<file path="config.mk">
export PLATFORM = sky130hd
export DESIGN_NAME = fb_mem_port
export DESIGN_NICKNAME = d
export VERILOG_FILES = /design/src/rtl/fb_mem_port.sv
export SDC_FILE = /design/constraint.sdc
export NUM_CORES = 1
export LEC_CHECK = 0
export CELL_PAD_IN_SITES_DETAIL_PLACEMENT = 1
export CELL_PAD_IN_SITES_GLOBAL_PLACEMENT = 2
export CORE_UTILIZATION = 27
export CTS_CLUSTER_SIZE = 10
export DETAILED_ROUTE_END_ITERATION = 7
export PLACE_DENSITY = 0.82
export SYNTH_ARGS = -nofsm -noshare
export SYNTH_HDL_FRONTEND = slang
export SYNTH_SLANG_ARGS = --single-unit
export TNS_END_PERCENT = 20
</file>
<file path="constraint.sdc">
create_clock -name clk -period 4.2 [get_ports clk]
set_input_delay 0.42 -clock clk [delete_from_list [all_inputs] [get_ports clk]]
set_output_delay 0.42 -clock clk [all_outputs]
set_load 0.05 [all_outputs]
</file>
<file path="src/rtl/fb_mem_port.sv">
// Framebuffer pixel port: maps (x,y) to a linear SRAM address and runs one
// wait-stated single-port access per request with a busy/done handshake.
module fb_mem_port #(
   parameter int unsigned WIDTH       = 640,
   parameter int unsigned HEIGHT      = 480,
   parameter int unsigned ADDR_W      = 19,
   parameter int unsigned WAIT_CYCLES = 2
) (
   input  logic              clk,
   input  logic              rst,
   input  logic              do_read,
   input  logic              do_write,
   input  logic [15:0]       pix_x,
   input  logic [15:0]       pix_y,
   input  logic [31:0]       write_rgb,
   output logic [31:0]       read_rgb,
   output logic              busy,
   output logic              done,
   output logic              oob,
   output logic [ADDR_W-1:0] mem_addr,
   output logic [31:0]       mem_wdata,
   input  logic [31:0]       mem_rdata,
   output logic              mem_ce,
   output logic              mem_we
);

   localparam int unsigned CNT_W = (WAIT_CYCLES < 1) ? 1 : $clog2(WAIT_CYCLES + 1);

   typedef enum logic [1:0] {IDLE, SETUP, ACCESS, DONE} state_t;

   state_t           state;
   logic [15:0]      x_r;
   logic [15:0]      y_r;
   logic [31:0]      rgb_r;
   logic             op_r;      // 1 = write
   logic             oob_r;
   logic [CNT_W-1:0] cnt;

   logic req;
   logic range_err;

   assign req       = do_read | do_write;
   assign range_err = (32'(x_r) >= WIDTH) || (32'(y_r) >= HEIGHT);

   // NOTE: all state and outputs use non-blocking assignments so every
   // register samples pre-edge values regardless of statement order.
   always_ff @(posedge clk) begin
      if (rst) begin
         state     <= IDLE;
         x_r       <= '0;
         y_r       <= '0;
         rgb_r     <= '0;
         op_r      <= 1'b0;
         oob_r     <= 1'b0;
         cnt       <= '0;
         read_rgb  <= '0;
         busy      <= 1'b0;
         done      <= 1'b0;
         oob       <= 1'b0;
         mem_addr  <= '0;
         mem_wdata <= '0;
         mem_ce    <= 1'b0;
         mem_we    <= 1'b0;
      end else begin
         done <= 1'b0;
         oob  <= 1'b0;
         case (state)
            IDLE, DONE: begin
               if (req) begin
                  x_r   <= pix_x;
                  y_r   <= pix_y;
                  rgb_r <= write_rgb;
                  op_r  <= do_write;
                  busy  <= 1'b1;
                  state <= SETUP;
               end else begin
                  state <= IDLE;
               end
            end

            SETUP: begin
               mem_addr  <= ADDR_W'(32'(y_r) * WIDTH + 32'(x_r));
               mem_wdata <= rgb_r;
               oob_r     <= range_err;
               cnt       <= CNT_W'(WAIT_CYCLES);
               if (range_err) begin
                  // Out-of-range requests complete without touching the SRAM.
                  busy  <= 1'b0;
                  done  <= 1'b1;
                  oob   <= 1'b1;
                  state <= DONE;
                  if (!op_r) read_rgb <= '0;
               end else begin
                  mem_ce <= 1'b1;
                  mem_we <= op_r;
                  state  <= ACCESS;
               end
            end

            ACCESS: begin
               if (cnt == '0) begin
                  busy   <= 1'b0;
                  done   <= 1'b1;
                  oob    <= oob_r;
                  mem_ce <= 1'b0;
                  mem_we <= 1'b0;
                  state  <= DONE;
                  if (!op_r) read_rgb <= mem_rdata;
               end else begin
                  cnt <= cnt - CNT_W'(1);
               end
            end

            default: state <= IDLE;
         endcase
      end
   end

endmodule

</file>
======== Yosys cells after proc, flatten, opt, wreduce, memory -nomap -nowiden ========
Cells that the tools add are included.
storage, ports and cells
  bits of input ports ..................... 100
  register bits after elaboration ......... 158
  output and inout bits ................... 88
operators by class
  equal/unequal tests ..................... 10
  add/sub/neg operators ................... 2
  mux-type cells .......................... 24
  multipliers ............................. 1
  magnitude comparators ................... 2
  bitwise operators ....................... 1
  reductions and logical operators ........ 10
operators by type and width
  kind                     count
  $mux W32                 4
  $pmux W32 S2             1
  $add A19 B16 Y19         1
  $ge A16 B10 Y1 const B   1
  $ge A16 B9 Y1 const B    1
  $mul A16 B3 Y12 const B  1
  $ne A2 B2 Y1 const B     7
  $mux W1                  10
  $pmux W1 S2              4
  $pmux W2 S3              1
  $reduce_and A3 Y1        2
  $reduce_and A5 Y1        1
  $eq A2 B2 Y1 const B     2
  $logic_not A2 Y1         2
  $mux W2                  2
  $pmux W2 S2              1
  $reduce_and A2 Y1        2
  $pmux W1 S3              1
  $eq A2 B1 Y1 const B     1
  $reduce_bool A2 Y1       1
  $reduce_or A2 Y1         1
  $sub A2 B1 Y2 const B    1
  $logic_or A1 B1 Y1       1
  $or A1 B1 Y1             1

======== Logic depth before layout (Yosys ltp) ========
  word-level depth ........................ 4
  mapped depth ............................ 15
  depth with buffers taken out ............ 15

======== Worst setup path after synthesis ========
No wires, ideal clock.
  kind .................................... register -> register
  start ................................... reg y_r[1]
  end ..................................... reg mem_addr[18]
  data arrival time ....................... 3151 ps
  path buffers ............................ 0
  cell stages (with the launch flop) ...... 16
  setup time .............................. 91 ps
  slack ................................... 959 ps
  cell sequence ........................... dfxtp_1 -> ha_1 -> ha_1 -> inv_1 -> fa_1 -> nor2b_4 -> o21a_1 -> nor2_1 -> xnor2_1 -> ha_1 -> nand2_1 -> nor4_1 -> a21boi_0 -> or3_4 -> a211o_1 -> a311oi_1
between the ends
  word-level cells in the longest chain between the ends .. 2
RTL lines
  element                   RTL line  text
  start: declaration        33        logic [15:0] y_r;
  start signal: assignment  71        y_r <= pix_y;
  $mul A16 B3 Y12           82        mem_addr <= ADDR_W'(32'(y_r) * WIDTH + 32'(x_r));
  $add A19 B16 Y19          82
  end signal: assignment    82
  end: declaration          20        output logic [ADDR_W-1:0] mem_addr,
No other way between the ends.
A chain may end at the register's enable or synchronous reset.

======== Worst setup path in the final report ========
Ends and elaborated chain as after synthesis.

==> flow_summary.json <==
{
  "cts_tree": "built",
  "io_buffers": 187,
  "h-tree-depth": 4,
  "holdBufCountCts": 0,
  "async_flop_share_pct": 0,
  "grt_overflow_total": 0,
  "final.period_utilization_pct": 84.7,
  "ios": 188,
  "leakage_nw": 3.50,
  "path_class": "flip-flop to flip-flop",
  "grt_pass1_wl_mm": 30.7,
  "postCtsSetupRepairBufs": 0,
  "irDropWorstVdd_mv": 0.462,
  "layout-drive-gt1-share_pct": 4.96,
  "p_per_area_nw_per_um2": 664,
  "cts_resized": 0,
  "clock_skew_ps": 12.1,
  "clk_path_buf_depth": 2,
  "dpl.hpwl_mm": 13.1,
  "dr.pass1.iters": 4,
  "viasPerCell": 4.59,
  "cp.required_ps": 4510,
  "seq_area_frac_synth_pct": 48.6,
  "clk_pin_slew_ps": 70,
  "reg2reg_from": "y_r[1]",
  "synth_area_um2": 6510,
  "grt_max_degree": 91,
  "crit_arrival_ps": 3870,
  "area_growth_pct": 42.4,
  "hp-class": "flip-flop to flip-flop",
  "syn_area_per_cell_um2": 8.43,
  "critPathLaunchType": "flip-flop",
  "synth-edff-count": 0,
  "design.core.area_um2": 23500,
  "hold_start": "read_rgb[28]",
  "drt_iter0_drc": 218,
  "ys_seq_elements": 158,
  "drt-total-wl_mm": 19.5,
  "worstMarginPinSlew_ps": 1000,
  "slowest_delay_ps": 430,
  "drv_slew": 0,
  "grt_usage_pct": 16.1,
  "numCtsBuffers": 17,
  "startpoint": "y_r[1]",
  "start_util_pct": 27.7,
  "crit_chain": "ha_1 -> ha_1 -> inv_1 -> fa_1 -> nor2b_4 -> o21a_1 -> nor2_1 -> xnor2_1 -> ha_1 -> nand2_1 -> nor4_1 -> a21boi_0 -> or3_4 -> a211o_1 -> a311oi_1",
  "fmax_mhz": 281,
  "syn-instance-count": 772,
  "first_global_vias": 5922,
  "outcome": "complete, no violations",
  "row_count": 56,
  "final_nets": 1066,
  "hold_violations": 0,
  "route.detailed.drc": 0,
  "num-fill-cells": 2776,
  "routabilityCongestion": 0.785,
  "endpoint_kind": "flip-flop",
  "slowest_stage": "fa_1",
  "die_y_um": 157,
  "rsz0062_at_grt": "no",
  "ys_types": 46,
  "n_antenna_cell": 0,
  "crit_buf_inv": 1,
  "setup_tns_ps": 0,
  "slew_headroom_pct": 33.4,
  "cts-root-buf": "clkbuf_16",
  "antenna_found_initial": 0,
  "vias": 5815,
  "clkLatencyLatePin_ps": 420,
  "die_w_um": 157,
  "period_needed_ps": 3560,
  "crit_top_cell": "ha_1",
  "clkSinkCount": 158,
  "synth_flop_cell": "dfxtp_1",
  "cap_violations": 0,
  "setup_viol": 0,
  "worstPathMaxFanout": 5,
  "ys_warn_count": 0,
  "dp_slack_ps": 682,
  "synth_nets": 903,
  "wl_per_cell_um": 15.4,
  "drtAntennaViolNets": 0,
  "dieArea_um2": 24700,
  "setup_ws_ps": 645,
  "cpLargestDelayFamily": "adder cells"
}
==> where the power goes <==
part	switching, mW	internal (mW)	total [mW]	leakage (nW)
sequential	0.186	1.80	1.99	1.29
clock	0.662	0.905	1.57	0.283
combinational	1.71	0.888	2.60	1.93
==> cells by family (layout without fill, tap and decap cells) <==
group / after synthesis / in the layout / share of synthesized area, %
AOI/OAI and AO/OA: 154 / 154 / 13.1
xor gates and xnor gates: 11 / 11 / 1.48
adders and majority gates: 31 / 31 / 6.19
DFF: 158 / 158 / 48.6
buffers and inverters: 64 / 240 / 3.80
and+or+nand+nor: 311 / 311 / 20.2
muxes: 43 / 43 / 6.61
==> metal layers <==
layer  vias to the layer above  share of wire [%]  track usage (%)
met2                       133                 47             27.5
li1                       2936                  -                -
met1                      2728                 46             19.0
met3                        18                6.2             4.79
met5                         -                  0                0
met4                         0                1.4             5.55
==> worst reg2reg max path, stage by stage (launching register included) <==
cell and delay [ps]:
dfxtp_1 340, ha_1 290, ha_1 190, inv_1 60, fa_1 430, nor2b_4 140, o21a_1 110, nor2_1 50
xnor2_1 140, ha_1 370, nand2_1 90, nor4_1 260, a21boi_0 150, or3_4 350, a211o_1 240, a311oi_1 250
==> layout by cell type (no fill, tap or decap), types with 2 or more instances in the layout <==
cell type	netlist	final
clkdlybuf4s50_1	0	186
nand2_1	176	175
dfxtp_1	158	158
a21oi_1	110	110
nor2_1	63	63
mux2i_1	43	43
nand3_1	34	34
ha_1	29	28
clkbuf_16	0	17
inv_1	14	14
o21ai_0	12	12
nor3_1	9	8
a211oi_1	7	7
nor4_1	7	7
xnor2_1	6	6
buf_4	0	6
xor2_1	5	5
o21a_1	4	4
clkinv_4	0	4
a21o_1	3	3
o211ai_1	3	3
nand2b_1	3	3
or3_1	3	3
nor2b_1	3	3
a31oi_1	3	3
clkinvlp_4	0	3
inv_6	0	3
or2_2	2	2
nand4_1	2	2
o21ai_1	2	2
o2111ai_1	2	2
nand3b_1	2	2
fa_1	2	2
bufinv_16	0	2
==> registers in the layout (all words and copies together), names as in the netlist <==
signal / count
y_r: 16
mem_ce: 1
x_r: 16
cnt: 2
mem_addr: 19
mem_wdata: 32
oob: 1
state: 2
rgb_r: 32
done: 1
op_r: 1
read_rgb: 32
oob_r: 1
busy: 1
mem_we: 1
==> synth_stat cells (7+ instances only) <==
master | count | share of area [%]
a21oi_1 | 110 | 8.5
dfxtp_1 | 158 | 49
mux2i_1 | 43 | 6.6
clkbuf_1 | 29 | 1.7
ha_1 | 29 | 5.6
buf_1 | 14 | 0.81
nor4_1 | 7 | 0.67
a211oi_1 | 7 | 0.81
nand2_1 | 176 | 10
nand3_1 | 34 | 2.6
o21ai_0 | 12 | 0.92
nor3_1 | 9 | 0.69
nor2_1 | 63 | 3.6
inv_1 | 14 | 0.81
==> per-stage QoR <==
step	power (mW)	instances	hold slack, ps	cell area [um2]	utilization [%]
6_report	6.16	1267	450	9270	39.4
3_3_place_gp	4.64	1235	439	8670	36.8
2_1_floorplan	3.80	772	436	6510	-
5_1_grt	6.57	1267	470	9270	39.4
3_5_place_dp	4.67	1235	444	8670	36.8
4_1_cts	6.28	1267	455	9270	39.4
==> path summary, 6_finish.rpt <==
| check | to | slack (ps) | cells past startpoint |
|---|---|---|---|
| setup / recovery | mem_addr[18] | 640 | 15 |
| hold / removal | read_rgb[28] | 450 | 2 |
| setup reg to reg | mem_addr[18] | 640 | 15 |
| hold reg to reg | read_rgb[28] | 450 | 2 |
==> area by class of cell <==
cell class | instances | area [um2] | share of cell area, %
Multi-Input combinational cell | 550 | 3130 | 33.7
Timing Repair Buffer | 193 | 1930 | 20.8
Tap cell | 319 | 399 | 4.31
Clock inverter | 13 | 155 | 1.67
Sequential cell | 158 | 3160 | 34.1
Inverter | 15 | 56.3 | 0.607
Clock buffer | 19 | 443 | 4.78
No activity file was read; power rests on OpenSTA's default activity.
